## src/rtl/mem_arbiter.sv

```systemverilog
// mem_arbiter
//   Shares the core's single SRAM-like memory bus between instruction fetch
//   and the data-memory stage. Only one transaction is outstanding at a time.
//   The winning request is latched so the bus fields stay stable, and the
//   completion goes back only to the requester that owns the transaction.
//
// Ports
//   clk, rst            : rising-edge clock, synchronous active-high reset
//   inst_req/addr       : fetch request (always a word read)
//   inst_rdata/data_ok  : fetch response, rdata qualified by data_ok
//   data_req/wr/size/wstrb/addr/wdata : data-side request, lane-aligned
//   data_rdata/data_ok  : raw load word, qualified by data_ok
//   bus_req, bus_wr, bus_size, bus_wstrb, bus_addr, bus_wdata : bus request
//   bus_addr_ok, bus_data_ok, bus_rdata : bus handshakes and read data
//   busy                : a transaction is in progress
module mem_arbiter #(
    parameter int unsigned MAX_DATA_STREAK = 4
) (
    input  logic        clk,
    input  logic        rst,
    input  logic        inst_req,
    input  logic [31:0] inst_addr,
    output logic [31:0] inst_rdata,
    output logic        inst_data_ok,
    input  logic        data_req,
    input  logic        data_wr,
    input  logic [1:0]  data_size,
    input  logic [3:0]  data_wstrb,
    input  logic [31:0] data_addr,
    input  logic [31:0] data_wdata,
    output logic [31:0] data_rdata,
    output logic        data_data_ok,
    output logic        bus_req,
    output logic        bus_wr,
    output logic [1:0]  bus_size,
    output logic [3:0]  bus_wstrb,
    output logic [31:0] bus_addr,
    output logic [31:0] bus_wdata,
    input  logic        bus_addr_ok,
    input  logic        bus_data_ok,
    input  logic [31:0] bus_rdata,
    output logic        busy
);

    localparam logic [1:0] S_IDLE = 2'd0;
    localparam logic [1:0] S_ADDR = 2'd1;
    localparam logic [1:0] S_DATA = 2'd2;

    localparam logic [3:0] STREAK_MAX = 4'(MAX_DATA_STREAK);

    logic [1:0] state;
    logic       owner;      // 0 = inst, 1 = data
    logic [3:0] streak;     // consecutive data grants while inst waited
    logic       grant_inst;
    logic       grant_data;
    logic       done;

    // Data wins ties until it has taken STREAK_MAX grants past a waiting fetch.
    always_comb begin
        grant_inst = inst_req && (!data_req || (streak == STREAK_MAX));
        grant_data = data_req && !grant_inst;
    end

    always_ff @(posedge clk) begin
        if (rst) begin
            state     <= S_IDLE;
            owner     <= 1'b0;
            streak    <= '0;
            bus_wr    <= 1'b0;
            bus_size  <= '0;
            bus_wstrb <= '0;
            bus_addr  <= '0;
            bus_wdata <= '0;
        end else begin
            case (state)
                S_IDLE: begin
                    if (grant_inst) begin
                        bus_wr    <= 1'b0;
                        bus_size  <= 2'b10;
                        bus_wstrb <= '0;
                        bus_addr  <= inst_addr;
                        bus_wdata <= '0;
                        owner     <= 1'b0;
                        streak    <= '0;
                        state     <= S_ADDR;
                    end else if (grant_data) begin
                        bus_wr    <= data_wr;
                        bus_size  <= data_size;
                        bus_wstrb <= data_wstrb;
                        bus_addr  <= data_addr;
                        bus_wdata <= data_wdata;
                        owner     <= 1'b1;
                        // Only a grant that bypassed a waiting fetch extends the streak.
                        if (!inst_req)
                            streak <= '0;
                        else if (streak != STREAK_MAX)
                            streak <= streak + 4'd1;
                        state     <= S_ADDR;
                    end
                end
                S_ADDR: begin
                    if (bus_addr_ok)
                        state <= S_DATA;
                end
                S_DATA: begin
                    if (bus_data_ok)
                        state <= S_IDLE;
                end
                default: state <= S_IDLE;
            endcase
        end
    end

    // bus_data_ok only completes a transaction while waiting in DATA.
    assign done         = (state == S_DATA) && bus_data_ok;
    assign inst_data_ok = done && !owner;
    assign data_data_ok = done && owner;
    assign inst_rdata   = bus_rdata;
    assign data_rdata   = bus_rdata;
    assign bus_req      = (state == S_ADDR);
    assign busy         = (state != S_IDLE);

endmodule

```

## config.mk

```make
export PLATFORM = sky130hd
export DESIGN_NAME = mem_arbiter
export DESIGN_NICKNAME = d
export VERILOG_FILES = /design/src/rtl/mem_arbiter.sv
export SDC_FILE = /design/constraint.sdc
export NUM_CORES = 1
export LEC_CHECK = 0
export ABC_AREA = 1
export BUFFER_PORTS_ARGS = -buffer_cell sky130_fd_sc_hd__buf_2
export CAP_MARGIN = 20
export CORE_AREA = 2 2 108 110
export DETAILED_ROUTE_END_ITERATION = 12
export DIE_AREA = 0 0 110 112
export PLACE_DENSITY = 0.71
export SYNTH_ARGS = -nofsm -noshare
export SYNTH_HDL_FRONTEND = slang
export SYNTH_SLANG_ARGS = --single-unit
```

## constraint.sdc

```tcl
create_clock -name clk -period 1.62 [get_ports clk]
set_clock_uncertainty 0.1 [all_clocks]
set_input_delay 0.162 -clock clk [delete_from_list [all_inputs] [get_ports clk]]
set_output_delay 0.162 -clock clk [all_outputs]
set_load 0.03 [all_outputs]
```

-- Yosys cells after proc, flatten, opt, wreduce, memory -nomap -nowiden
Index checks and enable logic that the tools add are counted.
- flip-flop bits (word level): 78
- input port bits: 141
- output and inout port bits: 139
- word-level logic and storage cells: 53
- add/subtract/negate cells: 1
- eq/ne operators: 8
- multiplexer cells: 21
- reduce and logical (&&, ||, !) cells: 15
- operators by type and width (cell ; number):
    $mux W32 ; 4
    $mux W4 ; 6
    $mux W2 ; 6
    $pmux W2 S3 ; 1
    $reduce_and A3 Y1 ; 2
    $logic_and A1 B1 Y1 ; 5
    $add A4 B1 Y4 const B ; 1
    $eq A4 B3 Y1 const B ; 1
    $mux W1 ; 4
    $ne A4 B3 Y1 const B ; 1
    $reduce_bool A2 Y1 ; 2
    $logic_not A1 Y1 ; 3
    $ne A3 B1 Y1 const B ; 1
    $ne A3 B3 Y1 const B ; 1
    $eq A2 B1 Y1 const B ; 1
    $eq A2 B2 Y1 const B ; 1
    $logic_not A2 Y1 ; 1
    $ne A2 B1 Y1 const B ; 1
    $ne A2 B2 Y1 const B ; 1
    $reduce_and A2 Y1 ; 1
    $logic_or A1 B1 Y1 ; 1

-- Logic depth before layout (Yosys ltp)
- depth after elaboration: 8
- depth in mapped cells: 10

-- Least setup slack after synthesis
No wires, ideal clock.
- kind: register -> register
- start point: reg streak[0]
- end point: reg bus_addr[12]
- library setup time: 56 ps
- data arrival time: 1314 ps
- path slack: 150 ps
- stages on the path, launching flop included: 11
- buffers on the path: 1
- period minus slack after synthesis: 1470 ps
- path through: dfxtp_1 inv_1 ha_1 nand3_1 nand2_1 nand2_2 buf_2 nand2_1 nand3_1 nand2_1 inv_1
- cells in the longest elaborated chain, start to end: 7
- elaborated cells between the ends (all ways): 8
- those cells by class: eq/ne (1); mux (1); reduce/logical (6)
- ends and longest elaborated chain (what ; line ; text):
    from (decl) ; 53 ; logic [3:0] streak;
    from (signal assigned) ; 97 ; streak <= streak + 4'd1;
    $eq A4 B3 Y1 * ; 60 ; grant_inst = inst_req && (!data_req || (streak == STREAK_MAX));
    $logic_or A1 B1 Y1 * ; 60 ;
    $logic_and A1 B1 Y1 * ; 60 ;
    $logic_not A1 Y1 ; 61 ; grant_data = data_req && !grant_inst;
    $logic_and A1 B1 Y1 ; 61 ;
    $reduce_bool A2 Y1 (no line) ; n/a ;
    $reduce_and A2 Y1 (no line) ; n/a ;
    to (signal assigned) ; 81 ; bus_addr <= inst_addr;
    to (signal assigned) ; 90 ; bus_addr <= data_addr;
    to (decl) ; 37 ; output logic [31:0] bus_addr,
Mark *: on every way between the ends. The rest lies on a longest branch, timed or not.
A chain may end at the register's enable or synchronous reset.

-- Final worst setup path
- start point: reg streak[0]
- end point: reg bus_wdata[26]
- cells in the longest elaborated chain, start to end: 7
- elaborated cells between the ends (all ways): 8
- those cells by class: eq/ne (1); mux (1); reduce/logical (6)
- ends and longest elaborated chain (what ; line ; text):
    $eq A4 B3 Y1 * ; 60 ;
    $logic_or A1 B1 Y1 * ; 60 ;
    $logic_and A1 B1 Y1 * ; 60 ;
    $logic_not A1 Y1 ; 61 ;
    $logic_and A1 B1 Y1 ; 61 ;
    $reduce_bool A2 Y1 (no line) ; n/a ;
    $reduce_and A2 Y1 (no line) ; n/a ;
    to (signal assigned) ; 91 ; bus_wdata <= data_wdata;
    to (decl) ; 38 ; output logic [31:0] bus_wdata,
Marks and branches as above.

==> results.md <==
* GRT overflow at 0
* #FFs+latches synth at 78
* Root Driver: clkbuf_16
* DPL Wire Length at 6.98 mm
* Largest net degree at the start of global routing at 79
* Vias at 4,085
* Yosys warns at 0
* Final wirelength at 11.6 mm
* Critical path buffer and inverter count at 2
* Fillcell total at 1,130
* Final core occ at 0.490
* Core Region at 11,200 um2
* H-tree Lvls at 3
* Row count at 39
* DIE WIDTH at 110 um
* Most used cell, CP: nand2_4
* Post-Syn Instances at 575
* Sequential-to-total area share from yosys stat at 0.395
* CP max stage delay at 350 ps
* Max-slew violation count at 0
* Clock Pin Slew Worst Setup and Hold Paths at 60 ps
* Mean area per synthesized cell at 6.88 um2
* Clock power share at 0.357
* Routed Antenna Nets at 0
* Worst-Margin Slew at 379 ps
* CTS tree: built
* Final period util at 0.947
* Syn Nets at 718
* I/O Pins at 280
* Initial antenna violation count at 0
* TritonCTS buffer count at 9
* Sw frac at 0.322
* DRT iter0 DRCs at 212
* Initial core utilization at 0.354
* Setup WS pre-CTS at 63.5 ps
* Post-Syn Area at 3960 um2
* Critical path class: reg2reg
* Global-route usage over all layers at 0.172
* Via-to-Cell Ratio at 4.64
* Most frequent cells in the layout: 183 x buf_2, 114 x nand2_1, 106 x nand3_1
* Highest clock rate at 652 MHz
* Worst-path fanout max at 17
* GP Congestion at 0.773
* HP Class: in2reg
* Setup ws final at 86.3 ps
* CP Cell Sequence: inv_2 -> ha_1 -> nand3_2 -> nand2_4 -> nand2_4 -> buf_8 -> nand3_1 -> a21oi_1
* # setup viols final at 0
* CP max stage cell: dfxtp_1
* Wire per inst at 13.2 um
* Type of origin of the critical path: register
* Iteration count of the initial detailed-routing pass at 4
* Layout cell share with drive strength beyond 1 at 0.311
* Fin crit period at 1530 ps
* Combinational share of power at 0.263
* DRC viols at 0
* Clock sinks at 78
* Area grow syn2layout at 38.3%
* N_diodes at 0
* Vert. Die Dim at 112 um
* Max_slew headroom at 0.747
* First-pass GRT wire length at 16.9 mm
* Seq pwr share at 0.379
* Maximum clock path buffer count at 2
* Vias in the first global route at 3,683
* DIE AREA at 12,300 um2
* CP endpoint kind: register
* Netlist cell types at 20
* Worst Path Required at 1770 ps
* Skew-Pair Late Insertion Delay at 330 ps
* P_int at 3.91 mW
* Nets@finish at 875
* CP delay by family, top: simple AND/OR/NAND/NOR gates
* Max Cap Viol at 0
* P_sw at 1.85 mW
* LEAKAGE at 2.89 nW
* Outcome: complete, no violations
* Final hold violation count at 0
* Worst EP arrival at 1680 ps
* PD cells at 1050 nW/um2
* Port buffer count at 183
* Peak VDD IR at 0.499 mV
* Commonest non-fill, non-tap cell in the layout: buf_2
[worst paths after layout]
kind | startpoint | depth (start not counted) | slack, ps | end
min reg2reg | bus_wdata[10]$_SDFFE_PP0P_ | 2 | 360 | bus_wdata[10]$_SDFFE_PP0P_
max | streak[0]$_SDFFE_PP0P_ | 8 | 90 | bus_wdata[26]$_SDFFE_PP0P_
max reg2reg | streak[0]$_SDFFE_PP0P_ | 8 | 90 | bus_wdata[26]$_SDFFE_PP0P_
min | data_addr[2] | 5 | 10 | bus_addr[2]$_SDFFE_PP0P_
[metal layers]
layer,global-route usage,part of all wire,up-vias
met5,0,0,-
met4,0.0920,0.033,0
met3,0.0498,0.075,40
met2,0.288,0.47,162
met1,0.193,0.42,1811
li1,-,-,2072
[stage by stage]
stage                     power [mW]  area, um2  std cells  TNS [ps]  hold WS [ps]
after global routing            6.10       5480        880     -5.54          32.2
after CTS                       5.78       5270        872         0          1.02
final                           5.77       5480        880         0          9.84
after floorplan                 3.45       3960        575         0           174
after global placement          3.59       4540        814         0           224
after detailed placement        3.60       4540        814         0           224
[synthesized netlist by cell type (all sizes together)]
library cell    n  area, um2
o21bai          1       7.51
nand4           2       12.5
ha              2       25.0
dfxtp          78       1560
o21ai           2       21.3
inv            45        169
nand3b          1       7.51
a21oi          44        220
nor2           75        284
clkbuf         12       45.0
nand2         116        438
nand3         107        536
buf            90        631
[area by class of cell]
type	instances	area, um2	share of cell area
Tap cell	143	179	0.0327
Multi-Input combinational cell	351	1590	0.291
Sequential cell	78	1560	0.285
Inverter	45	170	0.0311
Timing Repair Buffer	247	1660	0.303
Clock inverter	6	70.1	0.0128
Clock buffer	10	239	0.0436
[worst register-to-register path, stage by stage, from the launching register on]
cell and delay (ps):
dfxtp_1 350, inv_2 50, ha_1 200, nand3_2 100, nand2_4 100, nand2_4 150, buf_8 170, nand3_1 80
a21oi_1 160
[registers in the layout, summed over array words and instances (netlist names)]
register / cells
state: 2
bus_addr: 32
bus_wr: 1
bus_wdata: 32
streak: 4
bus_size: 2
owner: 1
bus_wstrb: 4
[power groups by stage]
stage / Combinational (mW) / Clock [mW] / Sequential, mW
CTS: 1.46 / 2.13 / 2.18
finish: 1.52 / 2.06 / 2.19
floorplan: 0.891 / 0 / 2.56
detailed placement: 1.38 / 0 / 2.22
global placement: 1.37 / 0 / 2.22
global route: 1.67 / 2.22 / 2.21
[cells by family (layout without fill, tap and decap cells)]
family          after synthesis  in the layout  share of synthesized area
compound gates               47             47                     0.0629
fa+ha+maj                     2              2                    0.00632
buf+inv                     147            308                      0.213
flops                        78             78                      0.395
simple gates                301            302                      0.323
[what timing repair did]
action,4_1_cts,5_1_grt
endpoints found under the hold margin,43,0
setup endpoints to repair,0,66
gates resized for setup,0,15
buffers inserted,0,1
hold buffers,42,0
Note: power is estimated with default switching activity, not from simulation.
